==> config.mk <==
export PLATFORM = sky130hd
export DESIGN_NAME = perf_counter_unit
export DESIGN_NICKNAME = d
export VERILOG_FILES = /design/src/rtl/perf_pkg.sv /design/src/rtl/perf_cnt_slice.sv /design/src/rtl/perf_counter_unit.sv
export SDC_FILE = /design/constraint.sdc
export NUM_CORES = 1
export LEC_CHECK = 0
export ABC_AREA = 1
export ABC_CLOCK_PERIOD_IN_PS = 2700
export CAP_MARGIN = 20
export CORE_ASPECT_RATIO = 2
export CORE_MARGIN = 2
export CORE_UTILIZATION = 66
export DETAILED_ROUTE_END_ITERATION = 6
export PLACE_DENSITY = 0.85
export SYNTH_ARGS = -nofsm -noshare
export SYNTH_HDL_FRONTEND = slang
export SYNTH_SLANG_ARGS = --single-unit
export TNS_END_PERCENT = 30
==> constraint.sdc <==
create_clock -name clk_i -period 2.7 [get_ports clk_i]
set_input_delay 0.405 -clock clk_i [delete_from_list [all_inputs] [get_ports clk_i]]
set_output_delay 0.405 -clock clk_i [all_outputs]
set_load 0.05 [all_outputs]
==> src/rtl/perf_pkg.sv <==
// rtl/perf_pkg.sv - shared event indices and controller state encoding for the perf counter unit
package perf_pkg;

    localparam int STALL   = 0;
    localparam int FLUSH   = 1;
    localparam int RETIRE  = 2;
    localparam int BRTAKEN = 3;

    typedef enum logic [1:0] {
        ST_IDLE     = 2'd0,
        ST_RUN      = 2'd1,
        ST_CLEARING = 2'd2
    } perf_state_t;

endpackage

==> src/rtl/perf_cnt_slice.sv <==
// rtl/perf_cnt_slice.sv - one live counter with its shadow register and sticky overflow flag
module perf_cnt_slice #(
    parameter int CNT_W    = 32,
    parameter int SATURATE = 0
) (
    input  logic             clk_i,
    input  logic             rst_i,
    input  logic             clr_i,
    input  logic             snap_i,
    input  logic             inc_i,
    output logic [CNT_W-1:0] shadow_o,
    output logic             ovf_o
);

    localparam logic [CNT_W-1:0] CNT_MAX = '1;

    logic [CNT_W-1:0] cnt_q;

    always_ff @(posedge clk_i) begin
        if (!rst_i || clr_i) begin
            cnt_q    <= '0;
            shadow_o <= '0;
            ovf_o    <= 1'b0;
        end else begin
            // shadow captures the value held before this edge's increment
            if (snap_i) begin
                shadow_o <= cnt_q;
            end
            if (inc_i) begin
                if (cnt_q == CNT_MAX) begin
                    ovf_o <= 1'b1;
                    if (SATURATE == 0) begin
                        cnt_q <= '0;
                    end
                end else begin
                    cnt_q <= cnt_q + CNT_W'(1);
                end
            end
        end
    end

endmodule

==> src/rtl/perf_counter_unit.sv <==
// rtl/perf_counter_unit.sv - cycle and event performance counters with snapshot shadows and registered readback
module perf_counter_unit
    import perf_pkg::*;
#(
    parameter int NUM_EVT  = 4,
    parameter int CNT_W    = 32,
    parameter int SATURATE = 0
) (
    input  logic               clk_i,
    input  logic               rst_i,
    input  logic               start_i,
    input  logic [NUM_EVT-1:0] evt_i,
    input  logic [NUM_EVT-1:0] en_mask_i,
    input  logic               clr_i,
    input  logic               snap_i,
    input  logic [3:0]         rd_addr_i,
    output logic [CNT_W-1:0]   rd_data_o,
    output logic [NUM_EVT:0]   ovf_o,
    output logic               snap_valid_o
);

    perf_state_t state_q;
    perf_state_t state_d;
    logic        inc_en;
    logic [NUM_EVT:0] inc_vec;
    logic [CNT_W-1:0] shadow_tab [16];

    always_ff @(posedge clk_i) begin
        if (!rst_i) begin
            state_q <= ST_IDLE;
        end else begin
            state_q <= state_d;
        end
    end

    always_comb begin
        state_d = state_q;
        if (clr_i) begin
            state_d = ST_CLEARING;
        end else begin
            case (state_q)
                ST_IDLE:     state_d = start_i ? ST_RUN : ST_IDLE;
                ST_RUN:      state_d = start_i ? ST_RUN : ST_IDLE;
                ST_CLEARING: state_d = start_i ? ST_RUN : ST_IDLE;
                default:     state_d = ST_IDLE;
            endcase
        end
    end

    // the edge following a clear is a dead cycle for every counter
    assign inc_en  = start_i && (state_q != ST_CLEARING);
    assign inc_vec = {evt_i & en_mask_i, 1'b1} & {(NUM_EVT+1){inc_en}};

    for (genvar g = 0; g < 16; g++) begin : g_slot
        if (g <= NUM_EVT) begin : g_cnt
            perf_cnt_slice #(
                .CNT_W    (CNT_W),
                .SATURATE (SATURATE)
            ) u_slice (
                .clk_i    (clk_i),
                .rst_i    (rst_i),
                .clr_i    (clr_i),
                .snap_i   (snap_i),
                .inc_i    (inc_vec[g]),
                .shadow_o (shadow_tab[g]),
                .ovf_o    (ovf_o[g])
            );
        end else begin : g_empty
            assign shadow_tab[g] = '0;
        end
    end

    always_ff @(posedge clk_i) begin
        if (!rst_i) begin
            rd_data_o    <= '0;
            snap_valid_o <= 1'b0;
        end else begin
            rd_data_o <= shadow_tab[rd_addr_i];
            if (clr_i) begin
                snap_valid_o <= 1'b0;
            end else if (snap_i) begin
                snap_valid_o <= 1'b1;
            end
        end
    end

endmodule

==> results by group, run 1 <==
Clocking
  • Post-CTS setup buffers: 0
  • Clock slew at reported path FFs: approximately 70 ps
  • # hold bufs at CTS: 0
  • CTS root buf: clkbuf_16
  • # resized after CTS: 0
  • Worst skew pair latency: around 580 ps
  • TritonCTS Buffers: 31
  • CTS tree: built
  • CTS max path bufs: 3
  • Clk sinks: 360
  • Clock H-tree levels: 1

Final layout
  • Syn-to-layout area delta: 10.9%
  • Seq. cell area: between 7000 and 8000 um^2
  • # nets final: 2403
  • Ant diodes: 0
  • Share of post-route cells with drive strength above 1: 0.0574
  • Post-Layout Cell Count: roughly 2700
  • Design area: 18300 um^2
  • Multi-input logic area: approximately 8000 um^2
  • # fillers: 2005
  • Most frequent cells in the layout: nand2_1, nor2_1, dfxtp_1, a21oi_1, inv_1
  • Most common cell after layout, fill and taps aside: nand2_1

Timing
  • Final Cycle Share: 0.808
  • Fmax achieved: approximately 0.46 GHz
  • Slew headroom: 0.513
  • Setup ws final: 519 ps
  • RSZ-0062 raised after global routing: no
  • Final min period: about 2200 ps
  • Final count of negative-setup-slack endpoints: 0
  • Final Hold Viols: 0
  • Worst slew pin tran: 723 ps
  • Clock skew: 8.51 ps
  • Pins over their slew limit: 0
  • Setup TNS: 0 ps

Die
  • Initial Util: 0.673
  • Die Span Y: 228 um
  • CORE AREA: around 25000 um^2
  • Width of the die: approximately 120 um
  • Die area: between 20000 and 30000 um^2
  • Site row count: slightly above 80
  • IO Pins: 55

GRT
  • Gr usage total: 0.388
  • Antenna violations before repair: 0
  • Gr ovfl total: 0
  • Largest net degree at the start of global routing: approximately 110
  • Vias in the first global route: approximately 15000
  • First-pass GRT wire length: approximately 80 mm

Yosys
  • Post-synthesis cell area: between 15000 and 20000 um^2
  • Post-synthesis sequential area ratio: 0.437
  • Syn Inst Count: between 2000 and 2500
  • Synthesized Nets: approximately 2400
  • Yosys warnings: 0
  • Synth cell types: 38
  • Synthesized flop and latch total: 360
  • Syn Area/Cell: 6.97 um^2

Worst setup path
  • Crit Path Max Fanout: 2
  • Crit-path max cell delay: 830 ps
  • WP buf/inv: 1
  • Required @ worst endpoint: between 2000 and 2500 ps
  • Crit-path leading delay family: buffers and inverters
  • CP arrival: between 1500 and 2000 ps
  • Worst path cell trace: clkdlybuf4s50_1
  • R2r worst-path depth: 8
  • WS Path Type: flip-flop to output pin
  • Setup crit end kind: output pin
  • CP startpoint kind: flip-flop
  • CP max stage cell: clkdlybuf4s50_1
  • Levels on crit path: 1

Drt
  • Wire per inst: roughly 19 um
  • Via count: approximately 16000
  • DRT antenna net count: 0
  • Drt initial violations: about 1300
  • Avg Vias per Cell: 5.76
  • Routed Wire Length: just over 50 mm
  • Drt first pass iters: 6
  • DRC viols: 0

Pwr
  • Worst VDD drop: approximately 0.00058 V
  • Power per cell area: 580 nW/um^2
  • Leak: between 6 and 7 nW

Min path
  • Worst hold path type: input port to flip-flop
  • Hold path cells: 2

Place
  • Dpl ws: between 400 and 500 ps
  • Placed insts: ~2700
  • Post-DP HPWL: ~37 mm
  • # port buffers: 54
  • Gpl congestion: ~1.0
  • Placed cell areas: ~17000 um^2

Outcome
  • Status: complete, no violations

Job
  • Max cap viols: 0
path summary, 6_finish.rpt:
check | from | endpoint | slack (ps)
min reg2reg | g_slot[3].g_cnt.u_slice.ovf_o$_SDFFE_PP0P_ | g_slot[3].g_cnt.u_slice.ovf_o$_SDFFE_PP0P_ | 450
max | g_slot[0].g_cnt.u_slice.ovf_o$_SDFFE_PP0P_ | ovf_o[0] | 520
min | snap_i | g_slot[3].g_cnt.u_slice.shadow_o[30]$_SDFFE_PP0P_ | 230
max reg2reg | g_slot[1].g_cnt.u_slice.cnt_q[1]$_SDFFE_PP0P_ | g_slot[1].g_cnt.u_slice.cnt_q[9]$_SDFFE_PP0P_ | 840
cell type report:
type	instances	share of cell area
multi-input cells	1702	0.439
well taps	332	0.0227
clock inverters	12	0.00690
repair buffers	85	0.0463
flip-flops and latches	360	0.394
inverters	201	0.0414
clock buffers	44	0.0500
metal layers:
metal,vias up,routed length (um),global-route usage
met5,-,0,0
met4,0,4820,0.305
met3,215,3010,0.0469
met2,648,25400,0.679
met1,7268,17600,0.414
li1,7634,-,-
cells in the mapped netlist (all sizes together):
cell	n	area, um^2
mux2i	4	40.0
o211ai	9	67.6
a2bb2oi	1	8.76
buf	46	287
a22oi	10	75.1
ha	5	62.6
dfxtp	360	7210
nand3	112	598
a211oi	2	15.0
nand4	40	250
or2	1	6.26
o21bai	6	45.0
a21oi	274	1380
nor2	463	1880
xor2	48	420
clkbuf	59	221
nand2	499	1910
and2	3	18.8
o21ai	173	866
nand3b	9	67.6
inv	200	751
xnor2	29	254
nor3	14	75.1
clkinv	1	3.75
sequential cells by signal (all words and copies together), names as in the netlist:
register / count
g_slot.g_cnt.u_slice.cnt_q: 160
g_slot.g_cnt.u_slice.shadow_o: 160
rd_data_o: 32
g_slot.g_cnt.u_slice.ovf_o: 5
state_q: 2
snap_valid_o: 1
cells by family after synthesis:
group	Yosys count	synth area share
adder cells (fa/ha/maj)	5	0.00379
multiplexers	4	0.00243
AO/OA/AOI/OAI	475	0.149
buffers and inverters	306	0.0765
XOR/XNOR	77	0.0409
AND/OR/NAND/NOR	1141	0.291
flip-flops	360	0.437
stage by stage:
step	hold WS, ps	utilization	power, mW
floorplan	430	-	5.91
global placement	440	0.704	6.12
detailed placement	444	0.704	6.13
CTS	221	0.746	10.6
global route	242	0.746	10.9
finish	234	0.746	10.6
power breakdown:
part           switching (mW)  internal [mW]
Combinational           0.448          0.169
Sequential             0.0355           5.37
Clock                    2.05           2.55
Total                    2.53           8.09
Note: power is estimated with default switching activity, not from simulation.
==> run 2: changes to the inputs <==
--- a/config.mk
+++ b/config.mk
@@ -6,13 +6,13 @@
 export NUM_CORES = 1
 export LEC_CHECK = 0
 export ABC_AREA = 1
-export ABC_CLOCK_PERIOD_IN_PS = 2700
+export ABC_CLOCK_PERIOD_IN_PS = 1760
 export CAP_MARGIN = 20
 export CORE_ASPECT_RATIO = 2
 export CORE_MARGIN = 2
-export CORE_UTILIZATION = 66
+export CORE_UTILIZATION = 56
 export DETAILED_ROUTE_END_ITERATION = 6
-export PLACE_DENSITY = 0.85
+export PLACE_DENSITY = 0.77
 export SYNTH_ARGS = -nofsm -noshare
 export SYNTH_HDL_FRONTEND = slang
 export SYNTH_SLANG_ARGS = --single-unit
==> constraint.sdc (replaced) <==
create_clock -name clk_i -period 1.76 [get_ports clk_i]
set_input_delay 0.264 -clock clk_i [delete_from_list [all_inputs] [get_ports clk_i]]
set_output_delay 0.264 -clock clk_i [all_outputs]
set_load 0.05 [all_outputs]
==> results by group, run 2 (synthesized netlist as in run 1, its figures left out) <==
Final layout
  • # nets final: 2514 (was 2403)
  • Largest regs: g_slot.g_cnt.u_slice.cnt_q (160), g_slot.g_cnt.u_slice.shadow_o (160), rd_data_o (32) (unchanged)
  • Share of post-route cells with drive strength above 1: 0.111 (was 0.0574)
  • # fillers: 2594 (was 2005)
  • Most frequent cells in the layout: nand2_1, nor2_1, dfxtp_1, a21oi_1, inv_1 (unchanged)
  • Post-Layout Cell Count: 2875 (was 2736)
  • Ant diodes: 0 (unchanged)
  • Most common cell after layout, fill and taps aside: nand2_1 (unchanged)
  • Core Util, Final: 0.672 (was 0.746)
  • Design area: 19500 um^2 (was 18300 um^2)
  • Syn-to-layout area delta: 17.9% (was 10.9%)

Pwr
  • Clock share of power: 0.453 (was 0.433)
  • Worst VDD drop: 0.000684 V (was 0.000582 V)
  • Power per cell area: 881 nW/um^2 (was 580 nW/um^2)
  • Total power: 17.2 mW (was 10.6 mW)
  • Combinational fraction of design power: 0.064 (was 0.058)
  • Sw Share: 0.234 (was 0.238)
  • Seq pwr share: 0.483 (was 0.509)
  • Leak: 6.82 nW (was 6.03 nW)
  • Sw Pwr: 4.01 mW (was 2.53 mW)
  • Internal: 13.1 mW (was 8.09 mW)

Job
  • Max cap viols: 0 (unchanged)

Clocking
  • Clock H-tree levels: 2 (was 1)
  • Clock slew at reported path FFs: 70 ps (about the same)
  • TritonCTS Buffers: 34 (was 31)
  • CTS max path bufs: 3 (unchanged)
  • Post-CTS setup buffers: 0 (unchanged)
  • Clk sinks: 360 (unchanged)
  • CTS root buf: clkbuf_16 (unchanged)
  • CTS tree: built (unchanged)
  • Worst skew pair latency: 530 ps (was 580 ps)

Timing
  • Fmax achieved: between 0.5 and 0.6 GHz
  • Slew headroom: 0.568 (was 0.513)
  • Final min period: ~1700 ps
  • Final count of negative-setup-slack endpoints: 0 (unchanged)
  • Pins over their slew limit: 0 (unchanged)
  • Setup ws final: 27.6 ps (was 519 ps)
  • Worst hold margin: 222 ps (was 234 ps)
  • Clock skew: 25.3 ps (was 8.51 ps)
  • Worst slew pin tran: 641 ps (was 723 ps)
  • Final Cycle Share: 0.984
  • Final Hold Viols: 0 (unchanged)
  • Setup TNS: 0 ps (unchanged)

Drt
  • Drt first pass iters: 6 (unchanged)
  • Drt initial violations: 1236 (was 1268)
  • Routed Wire Length: 52.4 mm (was 50.8 mm)
  • Avg Vias per Cell: 5.69 (was 5.76)
  • Via count: 16400 (was 15800)
  • DRT antenna net count: 0 (unchanged)
  • DRC viols: 0 (unchanged)
  • Wire per inst: 18.2 um (was 18.6 um)

GRT
  • Gr ovfl total: 0 (unchanged)
  • Gr usage total: 0.335 (was 0.388)
  • Vias in the first global route: 16000 (was 15100)
  • Antenna violations before repair: 1 (was 0)
  • First-pass GRT wire length: 81.9 mm (was 78.9 mm)
  • Largest net degree at the start of global routing: 113 (was 114)

Outcome
  • Status: complete, no violations (unchanged)

Die
  • Width of the die: 125 um (was 116 um)
  • Initial Util: 0.570 (was 0.673)
  • Site row count: 88 (was 81)
  • Die Span Y: 247 um (was 228 um)
  • IO Pins: 55 (unchanged)
  • CORE AREA: 29000 um^2 (was 24500 um^2)
  • Die area: 30900 um^2 (was 26400 um^2)

Place
  • Gpl congestion: 0.957 (was 1.03)
  • Post-DP HPWL: 39.6 mm (was 37.2 mm)
  • Placed cell areas: 18300 um^2 (was 17300 um^2)
  • Placed insts: 2815 (was 2680)
  • Dpl ws: -270 ps (was 406 ps)
  • # port buffers: 54 (unchanged)

Worst setup path
  • WS Path Type: flip-flop to flip-flop (was flip-flop to output pin)
  • CP startpoint kind: flip-flop (unchanged)
  • Worst setup path endpoint: g_slot[2].g_cnt.u_slice.cnt_q[17]$_SDFFE_PP0P_ (was ovf_o[0])
  • Reg2Reg Capture Point: g_slot[2].g_cnt.u_slice.cnt_q[17]$_SDFFE_PP0P_ (was g_slot[1].g_cnt.u_slice.cnt_q[9]$_SDFFE_PP0P_)
  • CP startpoint: g_slot[2].g_cnt.u_slice.cnt_q[21]$_SDFFE_PP0P_ (was g_slot[0].g_cnt.u_slice.ovf_o$_SDFFE_PP0P_)
  • Worst R2R Setup Slack: 30 ps (was 840 ps)
  • Required @ worst endpoint: 2150 ps (was 2300 ps)
  • CP arrival: 2120 ps (was 1780 ps)
  • Worst r2r src: g_slot[2].g_cnt.u_slice.cnt_q[21]$_SDFFE_PP0P_ (was g_slot[1].g_cnt.u_slice.cnt_q[1]$_SDFFE_PP0P_)
  • R2r worst-path depth: 8 (unchanged)
  • Setup crit end kind: flip-flop (was output pin)
  • Crit Path Max Fanout: 12 (was 2)

Min path
  • Worst hold path type: input port to flip-flop (unchanged)
==> run 2: changes by cell type in the layout (fill, tap and decap cells not counted), moves of 6 or more <==
| cell | change |
|---|---|
| buf_4 | +110 |
| clkdlybuf4s50_1 | -38 |
| dlygate4sd2_1 | +18 |
| buf_12 | +16 |
| clkbuf_8 | -6 |
| dfxtp_1 | -6 |
| dfxtp_2 | +6 |
| nor2_1 | -6 |
==> run 2: worst min-delay path by stage <==
stage | start | end | slack [ps] | depth (start not counted)
2_1_floorplan | rst_i | state_q[1]$_SDFF_PN0_ | 360 | 2
4_1_cts | snap_i | g_slot[0].g_cnt.u_slice.shadow_o[15]$_SDFFE_PP0P_ | 190 | 4
3_3_place_gp | g_slot[1].g_cnt.u_slice.ovf_o$_SDFFE_PP0P_ | g_slot[1].g_cnt.u_slice.ovf_o$_SDFFE_PP0P_ | 440 | 2
3_5_place_dp | g_slot[1].g_cnt.u_slice.ovf_o$_SDFFE_PP0P_ | g_slot[1].g_cnt.u_slice.ovf_o$_SDFFE_PP0P_ | 440 | 2
6_report | snap_i | g_slot[0].g_cnt.u_slice.shadow_o[15]$_SDFFE_PP0P_ | 220 | 4
5_1_grt | snap_i | g_slot[0].g_cnt.u_slice.shadow_o[15]$_SDFFE_PP0P_ | 200 | 4
==> run 2: area by class of cell <==
type	count	area, um^2	share of cell area
Multi-Input combinational cell	1703	8100	0.416
Sequential cell	360	7210	0.371
Timing Repair Buffer	192	1780	0.0916
Clock buffer	45	943	0.0485
Inverter	201	758	0.0390
Tap cell	360	450	0.0231
Clock inverter	14	208	0.0107
==> run 2: worst max-delay path, stage by stage, from the launching register on <==
cell and delay (ps):
dfxtp_1 520, nand2_1 120, nor2_1 120, nand2_1 110
nor2_2 240, nand3_1 190, nand2_2 130, buf_12 140
a21oi_1 40
==> run 2: power by group through the flow <==
stage / logic, mW / clock network (mW) / registers (mW)
final: 1.09 / 7.77 / 8.29
after floorplan: 0.549 / 0 / 8.52
after detailed placement: 1.06 / 0 / 8.48
after global routing: 1.17 / 8.15 / 8.29
after global placement: 1.05 / 0 / 8.47
after CTS: 1.07 / 7.83 / 8.29
==> run 2: repair_timing <==
item                       4_1_cts  5_1_grt
pin swaps                        0        1
setup endpoints to repair       35       80
gates resized for setup         20       16
hold buffers                     0        0
cloned                           0        1
==> run 2: per-layer routing <==
layer / global-route usage / wire (um) / share of wire / vias to the layer above
met5: 0 / 14 / 0.00027 / -
met4: 0.266 / 4840 / 0.092 / 2
met3: 0.0387 / 2600 / 0.050 / 250
met2: 0.612 / 26700 / 0.51 / 621
met1: 0.342 / 18200 / 0.35 / 7609
li1: - / - / - / 7872
==> edit: new RTL, flow settings as in run 2 <==
Change the parameter `NUM_EVT` from 4 to 3.
--- a/src/rtl/perf_counter_unit.sv
+++ b/src/rtl/perf_counter_unit.sv
@@ -2,7 +2,7 @@
 module perf_counter_unit
     import perf_pkg::*;
 #(
-    parameter int NUM_EVT  = 4,
+    parameter int NUM_EVT  = 3,
     parameter int CNT_W    = 32,
     parameter int SATURATE = 0
 ) (
Interface: changed (resized en_mask_i, evt_i and ovf_o); port bits go from 55 to 52. The function was not compared with the original's and may differ.
==> edit against run 2 <==
  * The run now ends with design-rule violations left
  * Largest cell class unchanged
  * First-iteration DRC count fell by 16%
  * Utilization down 0.51 points
  * Cell count fell by 21%
  * Total power shrank 21%
  * Setup slack better by 0.047 ns
  * Wire length down 20%
  * Area after synthesis fell by 19%
  * Sequential power is 18% lower
  * Final area down 20%
  * Sequential cell count shrank 65
==> edit: results <==
timing:
  skew_ns: 0.0102
  worst-slew-pin-transition_ns: 0.606
critical_path:
  worst-path-max-fanout: 1
  rr_endpoint: "g_slot[1].g_cnt.u_slice.cnt_q[15]"
  cp_slowest_cell: "sky130_fd_sc_hd__dlygate4sd2_1"
  timing.reg2reg.setup_slack_ns: 0.11
route:
  drt-initial-drc-count: 1044
  firstDrtPassIters: 7
  drcViolationCount: 2
  met3WireLength_mm: 1.95
  metal_1_wl_mm: 14.2
grt:
  grt_max_degree: 161
  use_met3_pct: 4.13
  gr-usage-met1_pct: 33.1
  antenna_found_initial: 0
  grt_usage_pct: 33.3
  grt_pass1_wl_mm: 65.4
outcome:
  status: "finished, violations left"
  failing_checks: "design-rule violations"
layout:
  fillerInstances: 2076
  design.final.nets: 1997
  largest_registers: "g_slot.g_cnt.u_slice.cnt_q (128), g_slot.g_cnt.u_slice.shadow_o (128), rd_data_o (32)"
synthesis:
  synth.yosys.seq_area_share_pct: 44.3
  synthesized_net_count: 1901
  netlist_top_cells_area: "sky130_fd_sc_hd__dfxtp_1, sky130_fd_sc_hd__nand2_1, sky130_fd_sc_hd__nor2_1"
  synth_area_per_cell_um2: 7.08
  post_synth_xor_area_fraction_pct: 4.14
  synth_fa_ha_area_share_pct: 0.376
clocking:
  insertion_delay_ns: 0.56
power:
  vdd.ir_drop.worst_uv: 673
  switchingPower_w: 0.00330
placed_design:
  dpl.hpwl_mm: 32.1
  io_buffers: 51
  dpl_cells: 2233
edit: changes by cell type in the layout (fill, tap and decap cells not counted), sizes merged, moves of 9 or more:
cell,change
nand2,-101
a22oi,-10
inv,-50
o21ai,-25
clkbuf,-12
dfxtp,-65
nor2,-92
nand3b,-9
buf,-32
a21oi,-60
nand3,-29
dlygate4sd2,-9
edit: power groups by stage:
stage / clock network (W) / registers [W] / logic (W)
floorplan: 0 / 0.00699 / 0.000443
CTS: 0.00603 / 0.00680 / 0.000801
global route: 0.00625 / 0.00680 / 0.000876
global placement: 0 / 0.00695 / 0.000789
finish: 0.00599 / 0.00680 / 0.000812
detailed placement: 0 / 0.00695 / 0.000798
edit: final cells by class:
cell class	count	area [µm²]	share of cell area, %
tap	283	354	2.28
clock buffer	33	738	4.75
inverter	151	568	3.65
multi-input combinational	1354	6490	41.7
sequential	295	5910	38.0
timing repair buffer	150	1350	8.69
clock inverter	15	145	0.933
